**src/rtl/canright_inv_pipe.sv**
```systemverilog
// canright_inv_pipe: LANES-wide pipelined GF(2^4) inverter (x^4+x+1) using a GF(4) tower with valid/ready flow control.
// Define CANRIGHT_PIPE_AFFINE_EN to append the small-scale AES affine layer (constant 0x6) in the last stage.
module canright_inv_pipe #(
   parameter int LANES  = 4,
   parameter int STAGES = 2
) (
   input  logic               clk,
   input  logic               rst_n,
   input  logic               in_valid,
   output logic               in_ready,
   input  logic [4*LANES-1:0] in_data,
   output logic               out_valid,
   input  logic               out_ready,
   output logic [4*LANES-1:0] out_data,
   output logic               busy
);
   localparam int DW = 4*LANES;
   localparam int MW = 6*LANES;  // per lane: tower nibble {g1,g0} in [5:2], GF(4) partial in [1:0]

   if (LANES < 1 || LANES > 16) begin : g_bad_lanes
      $error("canright_inv_pipe: LANES=%0d outside 1..16", LANES);
   end

   // GF(4) in polynomial basis {w,1}, w^2 = w + 1
   function automatic logic [1:0] gf4_mul(input logic [1:0] a, input logic [1:0] b);
      logic [1:0] r;
      r[1] = (a[1] & b[1]) ^ (a[1] & b[0]) ^ (a[0] & b[1]);
      r[0] = (a[1] & b[1]) ^ (a[0] & b[0]);
      return r;
   endfunction

   // N*a^2 with N = w reduces to swapping the two bits
   function automatic logic [1:0] gf4_sq_scale(input logic [1:0] a);
      return {a[0], a[1]};
   endfunction

   // a^-1 = a^2 for nonzero a; 0 maps to 0 for free
   function automatic logic [1:0] gf4_inv(input logic [1:0] a);
      return {a[1], a[1] ^ a[0]};
   endfunction

   // Tower normal basis over GF(4) is {Y, Y^4} with Y = x, so Y + Y^4 = 1 and Y*Y^4 = w.
   // Tower bits {t3,t2,t1,t0} weigh {wY, Y, wY^4, Y^4} = {0xC, 0x2, 0xA, 0x3}.
   function automatic logic [3:0] basis_in(input logic [3:0] s);
      return {s[2], s[0] ^ s[1] ^ s[2] ^ s[3], s[2] ^ s[3], s[0]};
   endfunction

   function automatic logic [3:0] basis_out(input logic [3:0] t);
      return {t[3] ^ t[1], t[3], t[2] ^ t[1] ^ t[0], t[0]};
   endfunction

`ifdef CANRIGHT_PIPE_AFFINE_EN
   function automatic logic [3:0] affine(input logic [3:0] x);
      return {x[0] ^ x[1] ^ x[3], ~(x[0] ^ x[2] ^ x[3]), ~(x[1] ^ x[2] ^ x[3]), x[0] ^ x[1] ^ x[2]};
   endfunction
`endif

   // Inverse of g1*Y + g0*Y^4 is d^-1 * (g0*Y + g1*Y^4): swap halves, scale both by d^-1
   function automatic logic [3:0] lane_back(input logic [5:0] m);
      logic [3:0] r;
      r = basis_out({gf4_mul(m[1:0], m[3:2]), gf4_mul(m[1:0], m[5:4])});
`ifdef CANRIGHT_PIPE_AFFINE_EN
      return affine(r);
`else
      return r;
`endif
   endfunction

   logic [MW-1:0]     f_out;
   logic [MW-1:0]     m_in;
   logic [MW-1:0]     m_out;
   logic [MW-1:0]     b_in;
   logic [DW-1:0]     b_out;
   logic [DW-1:0]     out_reg;
   logic [STAGES-1:0] vld;
   logic [STAGES-1:0] prev_v;
   logic [STAGES-1:0] load;

   genvar gi;
   for (gi = 0; gi < LANES; gi++) begin : g_lane
      logic [3:0] t;
      assign t = basis_in(in_data[4*gi +: 4]);
      assign f_out[6*gi +: 6] = {t, gf4_mul(t[3:2], t[1:0]) ^ gf4_sq_scale(t[3:2] ^ t[1:0])};
      assign m_out[6*gi +: 6] = {m_in[6*gi+2 +: 4], gf4_inv(m_in[6*gi +: 2])};
      assign b_out[4*gi +: 4] = lane_back(b_in[6*gi +: 6]);
   end

   // A stage may load when some stage at or after it is empty, or downstream takes the output.
   for (gi = 0; gi < STAGES; gi++) begin : g_load
      assign load[gi] = out_ready || !(&vld[STAGES-1:gi]);
   end

   assign prev_v = STAGES'({vld, in_valid});

   always_ff @(posedge clk or negedge rst_n) begin
      if (!rst_n) begin
         vld <= '0;
      end else begin
         for (int k = 0; k < STAGES; k++) begin
            if (load[k]) vld[k] <= prev_v[k];
         end
      end
   end

   if (STAGES == 1) begin : g_s1
      assign m_in = f_out;
      assign b_in = m_out;
   end else if (STAGES == 2) begin : g_s2
      logic [MW-1:0] cut1_reg;
      always_ff @(posedge clk or negedge rst_n) begin
         if (!rst_n)                   cut1_reg <= '0;
         else if (load[0] && in_valid) cut1_reg <= m_out;
      end
      assign m_in = f_out;
      assign b_in = cut1_reg;
   end else if (STAGES == 3) begin : g_s3
      logic [MW-1:0] cut1_reg;
      logic [MW-1:0] cut2_reg;
      always_ff @(posedge clk or negedge rst_n) begin
         if (!rst_n) begin
            cut1_reg <= '0;
            cut2_reg <= '0;
         end else begin
            if (load[0] && in_valid) cut1_reg <= f_out;
            if (load[1] && vld[0])   cut2_reg <= m_out;
         end
      end
      assign m_in = cut1_reg;
      assign b_in = cut2_reg;
   end else begin : g_bad_stages
      $error("canright_inv_pipe: STAGES=%0d outside 1..3", STAGES);
      assign m_in = f_out;
      assign b_in = m_out;
   end

   always_ff @(posedge clk or negedge rst_n) begin
      if (!rst_n)                                     out_reg <= '0;
      else if (load[STAGES-1] && prev_v[STAGES-1])    out_reg <= b_out;
   end

   assign in_ready  = load[0];
   assign out_valid = vld[STAGES-1];
   assign out_data  = out_reg;
   assign busy      = |vld;

endmodule
```
**config.mk**
```make
export PLATFORM = sky130hd
export DESIGN_NAME = canright_inv_pipe
export DESIGN_NICKNAME = d
export VERILOG_FILES = /design/src/rtl/canright_inv_pipe.sv
export SDC_FILE = /design/constraint.sdc
export NUM_CORES = 1
export LEC_CHECK = 0
export CAP_MARGIN = 20
export CORE_MARGIN = 5
export CORE_UTILIZATION = 59
export CTS_CLUSTER_SIZE = 28
export DETAILED_ROUTE_END_ITERATION = 6
export PLACE_DENSITY = 0.94
export RECOVER_POWER = 100
export SYNTH_ARGS = -nofsm -noshare
export SYNTH_HDL_FRONTEND = slang
export SYNTH_SLANG_ARGS = --single-unit
export TNS_END_PERCENT = 30
```
**constraint.sdc**
```tcl
create_clock -name clk -period 2.7 [get_ports clk]
set_input_delay 0.54 -clock clk [delete_from_list [all_inputs] [get_ports clk]]
set_output_delay 0.54 -clock clk [all_outputs]
set_load 0.05 [all_outputs]
```
==> run summary <==
Area leader, netlist - dfrtp_1
Total number of vias - 2,013
Most numerous cell on the critical path - xnor2_1
Postcts setup bufs - 0
Port bufs - 38
CTS Sinks - 42
Element type at the critical path end - register
Largest stage delay on the critical path - 0.44 ns
Chip width - 76.8 µm
Clock latency on the worst-skew pair - 0.29 ns
Synth Area per Inst - 9.78 µm²
Global-route wire length before repair - 9210 µm
GRT Overall Usage - 19.1%
Initial antenna violation count - 0
HP Class - in2async
Resized Gates After CTS - 0
DRC viols - 0
RePlAce Congestion - 0.827
TritonCTS clock tree - built
Crit Path Max Fanout - 2
Async set-reset flop share out of synthesis - 100%
Synth unique cells - 25
Lkg Pwr - 1.44 nW
Synth Instances - 269
Period utilisation layout - 96.4%
Crit Path Class - in2reg
WL final - 5160 µm
Initial DRT Pass Iterations - 4
Cell Chain, Critical Path - clkdlybuf4s50_1 -> xnor2_1 -> xnor2_2 -> inv_1 -> ha_1 -> xnor2_1 -> xnor2_1 -> xnor3_1 -> mux2_2
Post-Syn Area - 0.00263 mm²
Share of the synthesized area in the top cell type - 39.9%
Placement Cell Area - 0.00317 mm²
Slew HR - 30.8%
Sequential area share after synthesis - 39.9%
Final min period - 2.60 ns
Die Height - 76.8 µm
DR vias/cell - 5.38
Longest Clk Path Bufs - 2
Ys Warns - 0
Status - finished, final reports clean
Ant diodes - 0
Finished Cell Area - 0.00327 mm²
Core area - 0.00435 mm²
EDFF count, synth - 0
Layout area overhead - 24.4%
WP data required - 2.88 ns
Synth top area cells - dfrtp_1, xnor2_1, mux2_2
Arr. time, crit path - 2.78 ns
Startpoint Class - input pin
CTS clock-pin slew for the worst setup and hold paths - 0.07 ns
Fin util - 75.2%
Post-DRT Antenna Nets - 0
H-Tree Level Count - 2
Die Area - 0.00590 mm²
Non-filler cells, final - 374
Synth Register Bits - 42
Clock root buffer - clkbuf_8
Maximum operating frequency - 384 MHz
Setup Skew - 0.00384 ns
Filler cells - 307
Layout cell share with drive strength beyond 1 - 15.2%
Main flop type after synthesis - dfrtp_1
Dpl cells - 368
CTS Buf Count - 5
Remaining Overflow, GRT - 0
RSZ-0062 raised after global routing - yes
Pwr dens - 931 mW/mm²
Starting Density - 60.4%
Vias in the first global route - 2,105
Hold Buf Count CTS - 0
Worst-Margin Slew - 1.04 ns
Detailed Place HPWL - 3850 µm
Final Hold Viols - 0
Ports - 39
VDD IR max - 0.000403 V
Final net count - 351
Max-cap viol count - 0
Worst path slowest cell - clkdlybuf4s50_1
Slew Limit Fails - 0
Rows - 24
DRT iter0 DRCs - 63
Wire per inst - 13.8 µm
Largest net degree at the start of global routing - 43
Syn_nets - 297
Final Setup Violations - 0
[registers in the layout (all words and copies together), names as in the netlist]
register / cells
vld: 2
b_in: 24
out_data: 16
[cells in the final DEF, fill, tap and decap left out, types with 5 or more instances in the layout]
cell type,n
dlygate4sd3_1,20
mux2_2,16
inv_1,10
xnor2_1,44
ha_1,8
dfrtp_1,42
nand2b_1,6
a21oi_1,5
xor2_1,12
o21ai_0,30
clkbuf_8,6
buf_4,15
nand2_1,43
a32oi_1,6
nor2_1,8
clkdlybuf4s50_1,16
[cell families after synthesis]
| family | Yosys count | synth area share, % |
|---|---|---|
| buffers and inverters | 19 | 2.76 |
| XOR/XNOR | 64 | 23.4 |
| multiplexers | 17 | 7.23 |
| adder cells (fa/ha/maj) | 8 | 3.80 |
| AND/OR/NAND/NOR | 71 | 12.2 |
| AO/OA/AOI/OAI | 48 | 10.7 |
| flip-flops | 42 | 39.9 |
[routing by layer]
metal / share of wire [%] / track usage [%] / routed length [µm]
met5: 0 / 0 / 0
met4: 2.3 / 8.74 / 121
met3: 4.1 / 5.04 / 209
met2: 53 / 33.5 / 2710
met1: 41 / 21.3 / 2120
[area by class of cell]
type                            instances  area [µm²]  area share, %
Clock buffer                            6        82.6           2.52
Inverter                               10        37.5           1.15
Multi-Input combinational cell        208        1540           47.0
Sequential cell                        42        1050           32.1
Tap cell                               52        65.1           1.99
Timing Repair Buffer                   56         500           15.3
[worst max-delay path: cells and delay by family]
kind / cells / cell delay, ns
buf+inv: 2 / 0.51
fa+ha+maj: 1 / 0.29
mux: 1 / 0.26
xor+xnor: 5 / 1.18
[cells in the mapped netlist, types with 5 or more instances]
cell and instances:
clkbuf_1 8, a21oi_1 5, inv_1 10, xnor2_1 48, dfrtp_1 42, ha_1 8
o21ai_0 30, a32oi_1 6, nand2b_1 6, nor2_1 8, nand2_1 43, mux2_2 16
xor2_1 12
[power by group]
| part | switching [W] | leakage, nW | internal, W |
|---|---|---|---|
| sequential | 0.000241 | 0.515 | 0.000833 |
| clock | 0.000201 | 0.0431 | 0.000197 |
| combinational | 0.000876 | 0.887 | 0.000701 |
| total | 0.00132 | 1.44 | 0.00173 |
[stage by stage]
| step | hold slack, ns | setup slack [ns] | total power, W | TNS (ns) |
|---|---|---|---|---|
| after detailed placement | 0.473 | -0.254 | 0.00270 | -0.834 |
| final | 0.421 | 0.0981 | 0.00305 | 0 |
| after CTS | 0.411 | 0.0597 | 0.00311 | 0 |
| after global placement | 0.460 | -0.0923 | 0.00262 | -0.312 |
| after global routing | 0.505 | -0.0317 | 0.00327 | -0.0377 |
| after floorplan | 0.244 | 0.320 | 0.00220 | 0 |
[worst paths after layout]
kind,to,depth (start not counted),startpoint,slack [ns]
min reg2reg,out_data[8]$_DFFE_PN0P_,2,out_data[8]$_DFFE_PN0P_,0.48
min in group clk,out_data[8]$_DFFE_PN0P_,2,out_data[8]$_DFFE_PN0P_,0.48
max in group asynchronous,b_in[0]$_DFFE_PN0P_,1,rst_n,1.64
min,b_in[2]$_DFFE_PN0P_,1,rst_n,0.42
max,b_in[12]$_DFFE_PN0P_,9,in_data[8],0.1
max reg2reg,out_data[0]$_DFFE_PN0P_,4,vld[1]$_DFFE_PN0N_,1.00
Note: power is estimated with default switching activity, not from simulation.
